## config.mk

```make
export PLATFORM = sky130hd
export DESIGN_NAME = sprite_engine
export DESIGN_NICKNAME = d
export VERILOG_FILES = /design/src/rtl/sprite_pkg.sv /design/src/rtl/sprite_slot.sv /design/src/rtl/sprite_engine.sv
export SDC_FILE = /design/constraint.sdc
export NUM_CORES = 1
export LEC_CHECK = 0
export ABC_AREA = 0
export CELL_PAD_IN_SITES_DETAIL_PLACEMENT = 1
export CELL_PAD_IN_SITES_GLOBAL_PLACEMENT = 2
export CORE_ASPECT_RATIO = 1.75
export CORE_MARGIN = 2
export CORE_UTILIZATION = 45
export CTS_CLUSTER_SIZE = 20
export DETAILED_ROUTE_END_ITERATION = 16
export PLACE_DENSITY_LB_ADDON = 0.1
export SLEW_MARGIN = 10
export SYNTH_ARGS = -nofsm -noshare
export SYNTH_HDL_FRONTEND = slang
export SYNTH_SLANG_ARGS = --single-unit
export TNS_END_PERCENT = 30
```

## constraint.sdc

```tcl
create_clock -name clk -period 7.5 [get_ports clk]
set_input_delay 1.5 -clock clk [delete_from_list [all_inputs] [get_ports clk]]
set_output_delay 1.5 -clock clk [all_outputs]
set_load 0.03 [all_outputs]
```

## src/rtl/sprite_pkg.sv

```systemverilog
// Register map, attribute bit positions and line-fetch states shared by sprite_engine
// and its per-slot sub-module.
package sprite_pkg;

  localparam logic [3:0] OFF_X    = 4'd0;
  localparam logic [3:0] OFF_Y    = 4'd1;
  localparam logic [3:0] OFF_ATTR = 4'd2;
  localparam logic [3:0] OFF_BMP  = 4'd8;

  localparam int unsigned G_COLL  = 0;
  localparam int unsigned G_COUNT = 1;

  localparam int unsigned ATTR_EN      = 7;
  localparam int unsigned ATTR_HFLIP   = 4;
  localparam int unsigned ATTR_COL_MSB = 3;

  typedef enum logic [1:0] {
    IDLE,
    FETCH,
    DONE
  } fetch_state_e;

  function automatic logic [7:0] rev8(input logic [7:0] b);
    logic [7:0] r;
    r = '0;
    for (int unsigned i = 0; i < 8; i++) begin
      r[i] = b[7-i];
    end
    return r;
  endfunction

endpackage

```

## src/rtl/sprite_slot.sv

```systemverilog
// One sprite slot: X/Y/ATTR/bitmap registers, the row latch filled by the line fetch,
// and the per-pixel hit test driving pix_on_o.
module sprite_slot
  import sprite_pkg::*;
#(
  parameter int unsigned SW = 8,
  parameter int unsigned SH = 8
) (
  input  logic       clk_i,
  input  logic       reset_i,
  input  logic       we_i,
  input  logic [3:0] off_i,
  input  logic [7:0] wdata_i,
  output logic [7:0] rdata_o,
  input  logic       fetch_i,
  input  logic [6:0] line_i,
  input  logic       vclr_i,
  input  logic [7:0] hpos_i,
  output logic       pix_on_o,
  output logic [3:0] color_o
);

  logic [7:0] x_q, y_q, attr_q;
  logic [7:0] bmp_q [SH];
  logic [7:0] row_q, row_d;
  logic [7:0] row_idx, bmp_sel;
  logic       row_vis;
  logic [8:0] dx;
  logic       hit;

  always_ff @(posedge clk_i) begin
    if (reset_i) begin
      x_q    <= '0;
      y_q    <= '0;
      attr_q <= '0;
      for (int unsigned r = 0; r < SH; r++) begin
        bmp_q[r] <= '0;
      end
    end else if (we_i) begin
      case (off_i)
        OFF_X:    x_q    <= wdata_i;
        OFF_Y:    y_q    <= wdata_i;
        OFF_ATTR: attr_q <= wdata_i;
        default: begin
          for (int unsigned r = 0; r < SH; r++) begin
            if (off_i == OFF_BMP + 4'(r)) bmp_q[r] <= wdata_i;
          end
        end
      endcase
    end
  end

  always_comb begin
    rdata_o = '0;
    case (off_i)
      OFF_X:    rdata_o = x_q;
      OFF_Y:    rdata_o = y_q;
      OFF_ATTR: rdata_o = attr_q;
      default: begin
        for (int unsigned r = 0; r < SH; r++) begin
          if (off_i == OFF_BMP + 4'(r)) rdata_o = bmp_q[r];
        end
      end
    endcase
  end

  // Row offset wraps in 8 bits, so lines above Y land far above SH and are rejected.
  always_comb begin
    row_idx = {1'b0, line_i} - y_q;
    bmp_sel = '0;
    for (int unsigned r = 0; r < SH; r++) begin
      if (row_idx == 8'(r)) bmp_sel = bmp_q[r];
    end
    row_vis = attr_q[ATTR_EN] && (row_idx < 8'(SH));
    row_d   = row_q;
    if (vclr_i) begin
      row_d = '0;
    end else if (fetch_i) begin
      if (!row_vis) row_d = '0;
      else if (attr_q[ATTR_HFLIP]) row_d = rev8(bmp_sel);
      else row_d = bmp_sel;
    end
  end

  always_ff @(posedge clk_i) begin
    if (reset_i) row_q <= '0;
    else row_q <= row_d;
  end

  always_comb begin
    dx       = {1'b0, hpos_i} - {1'b0, x_q};
    hit      = (hpos_i >= x_q) && (dx < 9'(SW));
    pix_on_o = hit && row_q[3'd7 - dx[2:0]];
    color_o  = attr_q[ATTR_COL_MSB:0];
  end

endmodule

```

## src/rtl/sprite_engine.sv

```systemverilog
// Multi-sprite generator: CPU register decode, per-line fetch FSM, priority encoder and
// optional sticky collision register (enabled by SPRITE_ENGINE_COLLISION_EN).
module sprite_engine
  import sprite_pkg::*;
#(
  parameter int unsigned NSPRITES = 4,
  parameter int unsigned SW       = 8,
  parameter int unsigned SH       = 8,
  parameter int unsigned AW       = $clog2(NSPRITES) + 5
) (
  input  logic          clk,
  input  logic          reset,
  input  logic [AW-1:0] addr,
  input  logic          cs,
  input  logic          rw,
  input  logic [7:0]    di,
  output logic [7:0]    dout,
  input  logic [7:0]    hpos,
  input  logic [6:0]    vpos,
  input  logic          hsync,
  input  logic          vsync,
  output logic [3:0]    color,
  output logic          opaque
);

  localparam int unsigned KW = (NSPRITES > 1) ? $clog2(NSPRITES) : 1;

  logic          is_global;
  logic [AW-2:0] low, slot_sel;
  logic [3:0]    off;

  fetch_state_e  state_q, state_d;
  logic [KW-1:0] k_q, k_d;
  logic [6:0]    line_q, line_d;
  logic          hsync_q, hs_rise;

  logic [NSPRITES-1:0] pix_on, we, fetch;
  logic [3:0]          col   [NSPRITES];
  logic [7:0]          rdata [NSPRITES];
  logic [3:0]          color_q, color_d;
  logic                opaque_q, opaque_d;
  logic [7:0]          coll_rdata;

  always_comb begin
    is_global = addr[AW-1];
    low       = addr[AW-2:0];
    slot_sel  = low >> 4;
    off       = addr[3:0];
    hs_rise   = hsync && !hsync_q;
  end

  for (genvar k = 0; k < NSPRITES; k++) begin : g_slot
    assign we[k]    = cs && !rw && !is_global && (slot_sel == (AW-1)'(k));
    assign fetch[k] = (state_q == FETCH) && (k_q == KW'(k));

    sprite_slot #(
      .SW (SW),
      .SH (SH)
    ) u_slot (
      .clk_i    (clk),
      .reset_i  (reset),
      .we_i     (we[k]),
      .off_i    (off),
      .wdata_i  (di),
      .rdata_o  (rdata[k]),
      .fetch_i  (fetch[k]),
      .line_i   (line_q),
      .vclr_i   (vsync),
      .hpos_i   (hpos),
      .pix_on_o (pix_on[k]),
      .color_o  (col[k])
    );
  end

  always_comb begin
    state_d = state_q;
    k_d     = k_q;
    line_d  = line_q;
    if (vsync) begin
      state_d = IDLE;
    end else begin
      case (state_q)
        IDLE: begin
          if (hs_rise) begin
            state_d = FETCH;
            k_d     = '0;
            line_d  = vpos + 7'd1;
          end
        end
        FETCH: begin
          if (k_q == KW'(NSPRITES - 1)) state_d = DONE;
          else k_d = k_q + KW'(1);
        end
        DONE: begin
          if (!hsync) state_d = IDLE;
        end
        default: state_d = IDLE;
      endcase
    end
  end

  always_ff @(posedge clk) begin
    if (reset) begin
      state_q <= IDLE;
      k_q     <= '0;
      line_q  <= '0;
      hsync_q <= 1'b0;
    end else begin
      state_q <= state_d;
      k_q     <= k_d;
      line_q  <= line_d;
      hsync_q <= hsync;
    end
  end

  always_comb begin
    color_d  = '0;
    opaque_d = 1'b0;
    for (int unsigned i = 0; i < NSPRITES; i++) begin
      if (pix_on[i] && !opaque_d) begin
        opaque_d = 1'b1;
        color_d  = col[i];
      end
    end
  end

  always_ff @(posedge clk) begin
    if (reset) begin
      color_q  <= '0;
      opaque_q <= 1'b0;
    end else begin
      color_q  <= color_d;
      opaque_q <= opaque_d;
    end
  end

  assign color  = color_q;
  assign opaque = opaque_q;

`ifdef SPRITE_ENGINE_COLLISION_EN
  logic [NSPRITES-1:0] coll_q, coll_d, coll_set;
  logic                coll_rd, multi;

  // Clearing the lowest set bit leaves something only when two or more sprites are on.
  always_comb begin
    multi    = |(pix_on & (pix_on - NSPRITES'(1)));
    coll_set = multi ? pix_on : '0;
    coll_rd  = cs && rw && is_global && (low == (AW-1)'(G_COLL));
    coll_d   = coll_rd ? '0 : coll_q;
    coll_d   = coll_d | coll_set;
  end

  always_ff @(posedge clk) begin
    if (reset) coll_q <= '0;
    else coll_q <= coll_d;
  end

  assign coll_rdata = 8'(coll_q);
`else
  assign coll_rdata = '0;
`endif

  always_comb begin
    dout = '0;
    if (is_global) begin
      if (low == (AW-1)'(G_COLL)) dout = coll_rdata;
      else if (low == (AW-1)'(G_COUNT)) dout = 8'(NSPRITES);
    end else begin
      for (int unsigned k = 0; k < NSPRITES; k++) begin
        if (slot_sel == (AW-1)'(k)) dout = rdata[k];
      end
    end
  end

endmodule

```

* Yosys cells after proc, flatten, opt, wreduce, memory -nomap -nowiden *
Memory sizes are Yosys's and may differ from the RTL's.
Index checks and enable logic that the tools add are counted.

cells by class
  bitwise operators = 33
  div/mod/pow operators = 0
  multipliers = 0
  equal/unequal tests = 51
  reductions and logical operators = 59
  shift operators = 0
  mux-type cells = 252
  order comparisons = 16
  add/subtract/negate cells = 14

operators by type and width
  kind                   count
  $mux W8                110
  $eq A8 B3 Y1 const B   16
  $mux W1                122
  $pmux W8 S3            4
  $eq A8 B2 Y1 const B   8
  $lt A9 B4 Y1 const B   4
  $sub A8 B8 Y9          4
  $eq A4 B4 Y1 const B   8
  $eq A8 B1 Y1 const B   4
  $ge A8 B8 Y1           4
  $logic_not A8 Y1       4
  $lt A8 B4 Y1 const B   4
  $or A1 B1 Y1           32
  $sub A7 B8 Y8          4
  $logic_and A1 B1 Y1    26
  $reduce_and A2 Y1      12
  $lt A3 B4 Y1 const B   4
  $mux W4                4
  $bmux W1 S3            4
  $logic_not A6 Y1       2
  $sub A3 B3 Y3 const A  4
  $eq A2 B2 Y1 const B   5
  $mux W2                5
  $add A7 B1 Y7 const B  1
  19 further kinds       30

storage, ports and cells
  memories = 4
  output and inout bits = 13
  logic and storage cells = 451
  bits of input ports = 36
  bits in writable memories = 256
  memory bits (read-only) = 0
  flip-flop bits (word level) = 145
  latch bits = 0

memories
  memory                  words  bits a word  read ports  clocked after Yosys merged registers in  write ports  line               source
  g_slot[0].u_slot.bmp_q  8      8            8           0                                        8            sprite_slot.sv:24  logic [7:0] bmp_q [SH];
  g_slot[1].u_slot.bmp_q  8      8            8           0                                        8            sprite_slot.sv:24
  g_slot[2].u_slot.bmp_q  8      8            8           0                                        8            sprite_slot.sv:24
  g_slot[3].u_slot.bmp_q  8      8            8           0                                        8            sprite_slot.sv:24

* Longest topological paths before layout *
Gate-level depths: netlist of the first run.

  word-level depth = 15
  depth in mapped cells = 13

* By module *
From an unflattened synthesis of the first run, not the netlist that was laid out.

second synthesis, totals
  cell total of the unflattened synthesis = 2210
  area total of the unflattened synthesis = 23581.4 um2

modules (own cells, without submodules)
  module                          area an instance (um2)  cells an instance  instances  seq. area each (um2)
  sprite_slot (g_slot[1].u_slot)  5657.9                  489                1          2562.5
  sprite_slot (g_slot[2].u_slot)  5590.4                  540                1          2562.5
  sprite_slot (g_slot[3].u_slot)  5586.6                  534                1          2562.5
  sprite_slot (g_slot[0].u_slot)  5537.8                  520                1          2562.5
  sprite_engine                   1208.7                  127                1          340.3

* Worst setup path after synthesis of the first run *
Ideal clock, no wire load.

  path kind = input port to output port
  start = in addr[0]
  end = out dout[3]
  buffers on the path = 5
  path slack = 2.233 ns
  stages on the path = 11
  data arrival time = 3.767 ns
  cells stage by stage = buf_2 buf_4 buf_2 buf_2 buf_2 nor2_1 a21oi_1 o22ai_1 nand2_1 o211ai_1 a311oi_1

on the way
  longest elaborated chain between the ends = 15
  elaborated cells between the ends (all ways) = 52
  those cells by class = eq/ne: 10; mux: 41; reduce/logical: 1

RTL lines
  what                  line                  source
  from (decl)           sprite_engine.sv:13   input logic [AW-1:0] addr,
  $eq A4 B4 Y1          sprite_slot.sv:61     if (off_i == OFF_BMP + 4'(r)) rdata_o = bmp_q[r];
  $mux W8 (8 in a row)  sprite_slot.sv:61
  $pmux W8 S3           sprite_slot.sv:55     case (off_i)
  $mux W8 (3 in a row)  sprite_engine.sv:170  if (slot_sel == (AW-1)'(k)) dout = rdata[k];
  $mux W8 (*)           sprite_engine.sv:170
  $mux W8 (*)           sprite_engine.sv:165  if (is_global) begin
  to (decl)             sprite_engine.sv:17   output logic [7:0] dout,

Mark *: on every way between the ends. The rest lies on a longest branch, timed or not.

* Worst setup path after layout of the first run *
  start = in addr[2]
  end = out dout[4]

Same word-level chain as after synthesis.

==> results of run 1 <==
[registers in the layout (all words and copies together), names as in the netlist]
signal                count
line_q                    7
opaque                    1
hsync_q                   1
g_slot.u_slot.row_q      32
g_slot.u_slot.x_q        32
color                     4
g_slot.u_slot.attr_q     32
k_q                       2
g_slot.u_slot.y_q        32
state_q                   2
g_slot.u_slot.bmp_q     256
[power by group through the flow]
stage / Sequential (uW) / Clock (uW) / Combinational, uW
CTS: 2510 / 2230 / 732
global placement: 2560 / 0 / 715
finish: 2520 / 2210 / 744
detailed placement: 2560 / 0 / 728
global route: 2520 / 2300 / 789
floorplan: 2510 / 0 / 467
[area by class of cell]
type	instances	area [um2]
Inverter	109	409
Sequential cell	401	10600
Timing Repair Buffer	106	988
Tap cell	660	826
Fill cell	5430	24400
Clock inverter	25	290
Multi-Input combinational cell	1497	10900
Clock buffer	50	1120
[stage by stage]
| step | setup slack, ns | area [um2] |
|---|---|---|
| floorplan | 2.23 | 22500 |
| global placement | 0.963 | 23800 |
| detailed placement | 0.838 | 23800 |
| CTS | 0.820 | 25200 |
| global route | 0.461 | 25200 |
| finish | 0.526 | 25200 |
[worst max path at each step]
stage | startpoint | to | slack, ns | depth (start not counted)
finish | addr[2] | dout[4] | 0.53 | 12
global route | addr[3] | dout[4] | 0.46 | 12
CTS | addr[2] | dout[2] | 0.82 | 11
detailed placement | addr[2] | dout[2] | 0.84 | 11
global placement | addr[2] | dout[2] | 0.96 | 11
floorplan | addr[0] | dout[3] | 2.23 | 11
[routing by layer]
metal  vias up  global-route usage  routed length, um
li1       7987                   -                  -
met1      9085               0.371              30500
met2       768               0.595              43900
met3       272              0.0377               4970
met4         0               0.223               7040
met5         -                   0                  0
[cell usage in the layout (no fill, tap or decap), types with 25 or more instances in the layout]
| cell | count |
|---|---|
| a21oi_1 | 102 |
| clkbuf_16 | 43 |
| nor3_1 | 25 |
| nor2_1 | 380 |
| o21ai_0 | 84 |
| dfxtp_1 | 145 |
| nand2b_1 | 39 |
| edfxtp_1 | 256 |
| ha_1 | 69 |
| mux4_2 | 74 |
| clkdlybuf4s50_1 | 38 |
| nand2_1 | 113 |
| nand3_1 | 34 |
| buf_4 | 59 |
| o22ai_1 | 34 |
| mux2i_1 | 131 |
| mux2_2 | 31 |
| inv_1 | 109 |
| a22oi_1 | 47 |
| a221oi_1 | 45 |
[tightest hold or removal path, delay by kind of cell, from the launching register on]
| family | cells | cell delay, ns |
|---|---|---|
| AOI/OAI and AO/OA | 1 | 0.05 |
| and+or+nand+nor | 1 | 0.05 |
| DFF | 1 | 0.31 |
[Yosys cell counts (5+ instances only)]
cell type and count:
fa_1 8, nor3b_1 7, or2_2 5, a221oi_1 45, clkbuf_1 103, o22ai_1 34
nand4_1 8, a21o_1 14, o21ai_1 5, nand2b_1 44, and2_1 5, dfxtp_1 145
a221o_1 11, o211ai_1 10, nor2_1 382, xor2_1 7, a22oi_1 47, ha_1 69
o21ai_0 84, mux2i_1 131, nor3_1 25, and3_1 8, o221ai_1 7, edfxtp_1 256
xnor2_1 11, a22o_1 11, a211oi_1 24, mux2_2 31, buf_2 40, nor2b_1 23
inv_1 109, mux4_2 74, o21a_1 8, nand3_1 34, a222oi_1 13, a21oi_1 103
a31oi_1 13, nand2_1 113
[cells by family after synthesis]
family	synth area share
DFF	0.470
adders and majority gates	0.0454
xor gates and xnor gates	0.00771
and+or+nand+nor	0.138
muxes	0.148
buffers and inverters	0.0461
AOI/OAI and AO/OA	0.145
==> run_results.csv, run 1 <==
group,metric,value,unit
critical_path,slowest_stage,"a221oi_1",
layout,nets,2269,
pwr,pwr-share-clk,0.404,
layout,area_growth_syn_to_layout,11.6,%
clocking,numClockSinks,401,
critical_path,worstSetupStartpointType,"input pin",
yosys,synth.distinct_cells,88,
yosys,synth_warnings,0,
timing,slew-limit-headroom,0.222,
clocking,cts_setup_buffers,0,
worst_hold_path,min_path_type,"flop to flop",
placed_design,hpwl,64.4,mm
timing,fin_tns_setup,0,ns
yosys,syn-instance-count,2158,
yosys,synth_top_area_cell,"edfxtp_1",
timing,fmax,0.143,GHz
worst_hold_path,min_to,"g_slot[2].u_slot.row_q[0]",
yosys,avgSynthCellArea,10.4,um2
detailed_routing,drt_iter0_markers,1676,
floorplan,core-area,49600,um2
yosys,synth_edf_count,256,
clocking,h-tree-depth,2,
clocking,cts_inserted_buffers,41,
yosys,yosysSeqAreaShare,0.470,
critical_path,crit_family,"compound AO/OA/AOI/OAI gates",
critical_path,critical-path-max-stage-delay,0.95,ns
yosys,synthArstFlopShare,0,
yosys,synth_area,22500,um2
critical_path,path_buf_inv,4,
placed_design,gp_congestion,0.973,
layout,utilization,0.508,
pwr,intPower,3990,uW
global_route,grt_usage,0.332,
timing,fin_crit,6.97,ns
detailed_routing,via_per_inst,6.36,
timing,rsz0062_at_grt,"no",
yosys,synthFlopType,"edfxtp_1",
critical_path,endpoint_kind,"output port",
clocking,cts_root_buffer,"clkbuf_16",
floorplan,dieArea,52000,um2
layout,layout-drive-gt1-share,0.125,
worst_hold_path,hp-start,"g_slot[2].u_slot.row_q[0]",
yosys,syn_nets,2271,
pwr,vdd_ir_drop_max,0.202,mV
floorplan,die_h,300,um
global_route,grt_max_degree,64,
pwr,p_sw,1480,uW
global_route,grt_overflow,0,
timing,fin_crit_sh,0.930,
critical_path,crit_type,"input pin to output port",
flow_run,cap_viol_max_count,0,
detailed_routing,final_antenna_net_count,0,
clocking,clk_pin_slew,0.06,ns
timing,worst_pin_slew,1.17,ns
timing,hold_ws,0.457,ns
clocking,cts_tree,"built",
timing,skew,0.0246,ns
critical_path,crit_required,6.00,ns
status,status,"complete, no violations",
detailed_routing,finalWirelength,86.4,mm
detailed_routing,drc,0,
timing,hold_viol,0,
floorplan,die_w,173,um
global_route,grt_first_pass_wirelength,128,mm
global_route,grt_pass1_vias,19200,
critical_path,cp_data_arrival_time,5.47,ns
pwr,switching_share,0.270,
clocking,ctsResizeCount,0,
timing,drv_slew,0,
critical_path,cp_max_fo,12,
critical_path,path_cells,"clkdlybuf4s50_1 -> nand2b_1 -> nor2_1 -> buf_4 -> a221oi_1 -> nand3_1 -> o21ai_0 -> a221oi_1 -> a21oi_1 -> a211oi_1 -> buf_4 -> buf_12",
placed_design,portBuffers,48,
timing,setup_viol,0,
floorplan,row_count,108,
pwr,power,5470,uW
pwr,combPwrFrac,0.136,
worst_hold_path,holdPathStages,2,
floorplan,start_util,0.455,
pwr,seq_power_share,0.460,
yosys,synth_top_area_share,0.341,
pwr,p_per_area,217,nW/um2
global_route,antenna_found_initial,1,
critical_path,reg2reg_slack,3.69,ns
critical_path,r2r_end,"g_slot[0].u_slot.row_q[4]",
clocking,ctsHoldBuffers,0,
layout,n_antenna_cell,0,
clocking,clk_path_buf_depth,3,
detailed_routing,detail_route.wl_per_cell,30.3,um
yosys,ys_top_cells_by_area,"edfxtp_1, dfxtp_1, mux4_2",
floorplan,ios,49,
placed_design,dp.cells,2773,
yosys,ys_ff_latch,401,
detailed_routing,firstDrtPassIters,6,
critical_path,reg2regPathDepth,10,
detailed_routing,num_vias,18100,
critical_path,r2r-start,"line_q[1]",
clocking,worstSkewPairLatency,0.57,ns
layout,final_cells,2848,
pwr,power_leakage,0.00915,uW
Note: power is estimated with default switching activity, not from simulation.
==> run 2, diff against run 1 <==
--- a/config.mk
+++ b/config.mk
@@ -9,11 +9,11 @@
 export CELL_PAD_IN_SITES_DETAIL_PLACEMENT = 1
 export CELL_PAD_IN_SITES_GLOBAL_PLACEMENT = 2
 export CORE_ASPECT_RATIO = 1.75
-export CORE_MARGIN = 2
+export CORE_MARGIN = 8
 export CORE_UTILIZATION = 45
 export CTS_CLUSTER_SIZE = 20
 export DETAILED_ROUTE_END_ITERATION = 16
-export PLACE_DENSITY_LB_ADDON = 0.1
+export PLACE_DENSITY = 0.82
 export SLEW_MARGIN = 10
 export SYNTH_ARGS = -nofsm -noshare
 export SYNTH_HDL_FRONTEND = slang
==> run 2 against run 1 <==
Effect of this change:
- cell area decreased by 1.0%
- final cell count decreased by 0.35%
- critical path depth decreased by 4
- flip-flop and latch count unchanged
- die area increased by 11%
- largest cell class unchanged
==> run_results.csv, run 2 (synthesis gave the netlist of run 1 again) <==
group,metric,value,unit
status,status,"complete, no violations",
flow_run,cap_viol_max_count,0,
global_route,grt_overflow,0,
worst_hold_path,min_path_type,"flop to flop",
placed_design,hpwl,63.6,mm
floorplan,dieArea,57800,um2
timing,hold_viol,0,
critical_path,crit_family,"compound AO/OA/AOI/OAI gates",
detailed_routing,via_per_inst,6.37,
critical_path,critical-path-max-stage-delay,0.84,ns
timing,fin_crit_sh,0.881,
pwr,p_sw,1430,uW
pwr,combPwrFrac,0.143,
detailed_routing,drc,0,
floorplan,ios,49,
layout,largest_reg_flops,256,
clocking,clk_pin_slew,0.06,ns
layout,nets,2263,
placed_design,dp.cells,2769,
timing,fmax,0.151,GHz
detailed_routing,drt_iter0_markers,1564,
detailed_routing,firstDrtPassIters,8,
detailed_routing,final_antenna_net_count,0,
floorplan,core-area,49600,um2
pwr,intPower,3770,uW
detailed_routing,detail_route.wl_per_cell,30.0,um
clocking,worstSkewPairLatency,0.55,ns
clocking,numClockSinks,401,
timing,setup_viol,0,
pwr,switching_share,0.275,
global_route,grt_max_degree,62,
floorplan,start_util,0.455,
pwr,pwr-share-clk,0.373,
global_route,grt_pass1_vias,19100,
floorplan,row_count,108,
layout,layout-drive-gt1-share,0.119,
timing,rsz0062_at_grt,"no",
critical_path,path_cells,"clkdlybuf4s50_1 -> nor2_2 -> buf_4 -> nand2_1 -> a221oi_1 -> a311oi_1 -> a311oi_1 -> buf_12",
layout,final_cell_mix,"nor2_1, edfxtp_1, dfxtp_1",
layout,regMostFlops,"g_slot.u_slot.bmp_q",
clocking,ctsResizeCount,0,
timing,drv_slew,0,
critical_path,crit_top_cell,"a311oi_1",
floorplan,die_w,185,um
pwr,p_per_area,209,nW/um2
floorplan,die_h,312,um
critical_path,worstSetupStartpointType,"input pin",
timing,fin_crit,6.61,ns
detailed_routing,finalWirelength,85.0,mm
layout,area_growth_syn_to_layout,10.5,%
global_route,antenna_found_initial,0,
clocking,cts_root_buffer,"clkbuf_16",
pwr,seq_power_share,0.484,
clocking,cts_setup_buffers,0,
pwr,vdd_ir_drop_max,0.183,mV
critical_path,slowest_stage,"a311oi_1",
global_route,grt_usage,0.295,
timing,skew,0.0184,ns
placed_design,gp_congestion,1.02,
layout,final_cells,2838,
clocking,ctsHoldBuffers,0,
placed_design,portBuffers,48,
clocking,cts_inserted_buffers,39,
timing,slew-limit-headroom,0.216,
detailed_routing,num_vias,18100,
critical_path,cp_data_arrival_time,5.11,ns
clocking,clk_path_buf_depth,3,
critical_path,cp_max_fo,21,
critical_path,path_buf_inv,3,
layout,n_antenna_cell,0,
critical_path,crit_required,6.00,ns
critical_path,crit_type,"input pin to output port",
timing,worst_pin_slew,1.18,ns
layout,final_common_cell,"nor2_1",
clocking,h-tree-depth,2,
timing,fin_tns_setup,0,ns
critical_path,endpoint_kind,"output port",
pwr,power_leakage,0.00902,uW
clocking,cts_tree,"built",
global_route,grt_first_pass_wirelength,126,mm
-- run 2: cell types whose count changed in the layout (fill, tap and decap cells not counted), moves of 2 or more --
cell / before / now
clkbuf_1: 5 / 11
bufinv_16: 6 / 2
buf_4: 59 / 56
clkbuf_16: 43 / 40
clkbuf_8: 2 / 0
clkinv_1: 6 / 4
clkinv_4: 3 / 1
nor3_1: 25 / 23
nor3_2: 1 / 3
-- run 2: through the flow --
| step | setup slack (ns) | hold WS [ns] | util | power, uW | instance area (um2) |
|---|---|---|---|---|---|
| after floorplan | 2.23 | 0.420 | - | 2980 | 22500 |
| after global placement | 1.09 | 0.433 | 0.478 | 3270 | 23700 |
| after detailed placement | 1.01 | 0.439 | 0.478 | 3290 | 23700 |
| after CTS | 1.03 | 0.453 | 0.502 | 5200 | 24900 |
| after global routing | 0.742 | 0.481 | 0.502 | 5330 | 24900 |
| final | 0.892 | 0.450 | 0.502 | 5190 | 24900 |
-- run 2: path summary, 6_finish.rpt --
path	from	to	slack, ns	cells after the start
worst max-delay path	addr[2]	dout[3]	0.89	8
worst min-delay path	g_slot[2].u_slot.row_q[3]	g_slot[2].u_slot.row_q[3]	0.45	2
worst max register to register	line_q[1]	g_slot[0].u_slot.row_q[3]	3.79	10
worst min register to register	g_slot[2].u_slot.row_q[3]	g_slot[2].u_slot.row_q[3]	0.45	2
-- run 2: worst min-delay path, cell delays in order (launching register included) --
cell and delay [ns]:
dfxtp_1 0.32, nand2_1 0.04, o21ai_0 0.05
-- run 2: cell type report --
| type | instances | area [um2] |
|---|---|---|
| Clock buffer | 51 | 1040 |
| Clock inverter | 18 | 149 |
| Fill cell | 5428 | 24700 |
| Inverter | 109 | 409 |
| Multi-Input combinational cell | 1497 | 11000 |
| Sequential cell | 401 | 10600 |
| Tap cell | 660 | 826 |
| Timing Repair Buffer | 102 | 946 |
-- run 2: power by group through the flow --
stage / logic, uW / registers (uW) / clock network [uW]
finish: 742 / 2510 / 1940
global route: 785 / 2520 / 2030
CTS: 733 / 2510 / 1960
detailed placement: 728 / 2560 / 0
global placement: 712 / 2550 / 0
floorplan: 467 / 2510 / 0
-- run 2: routing by layer --
layer	vias up	track usage	wire length, um
li1	7970	-	-
met1	9041	0.326	30300
met2	773	0.518	42900
met3	287	0.0349	4790
met4	0	0.205	7080
met5	-	0	0
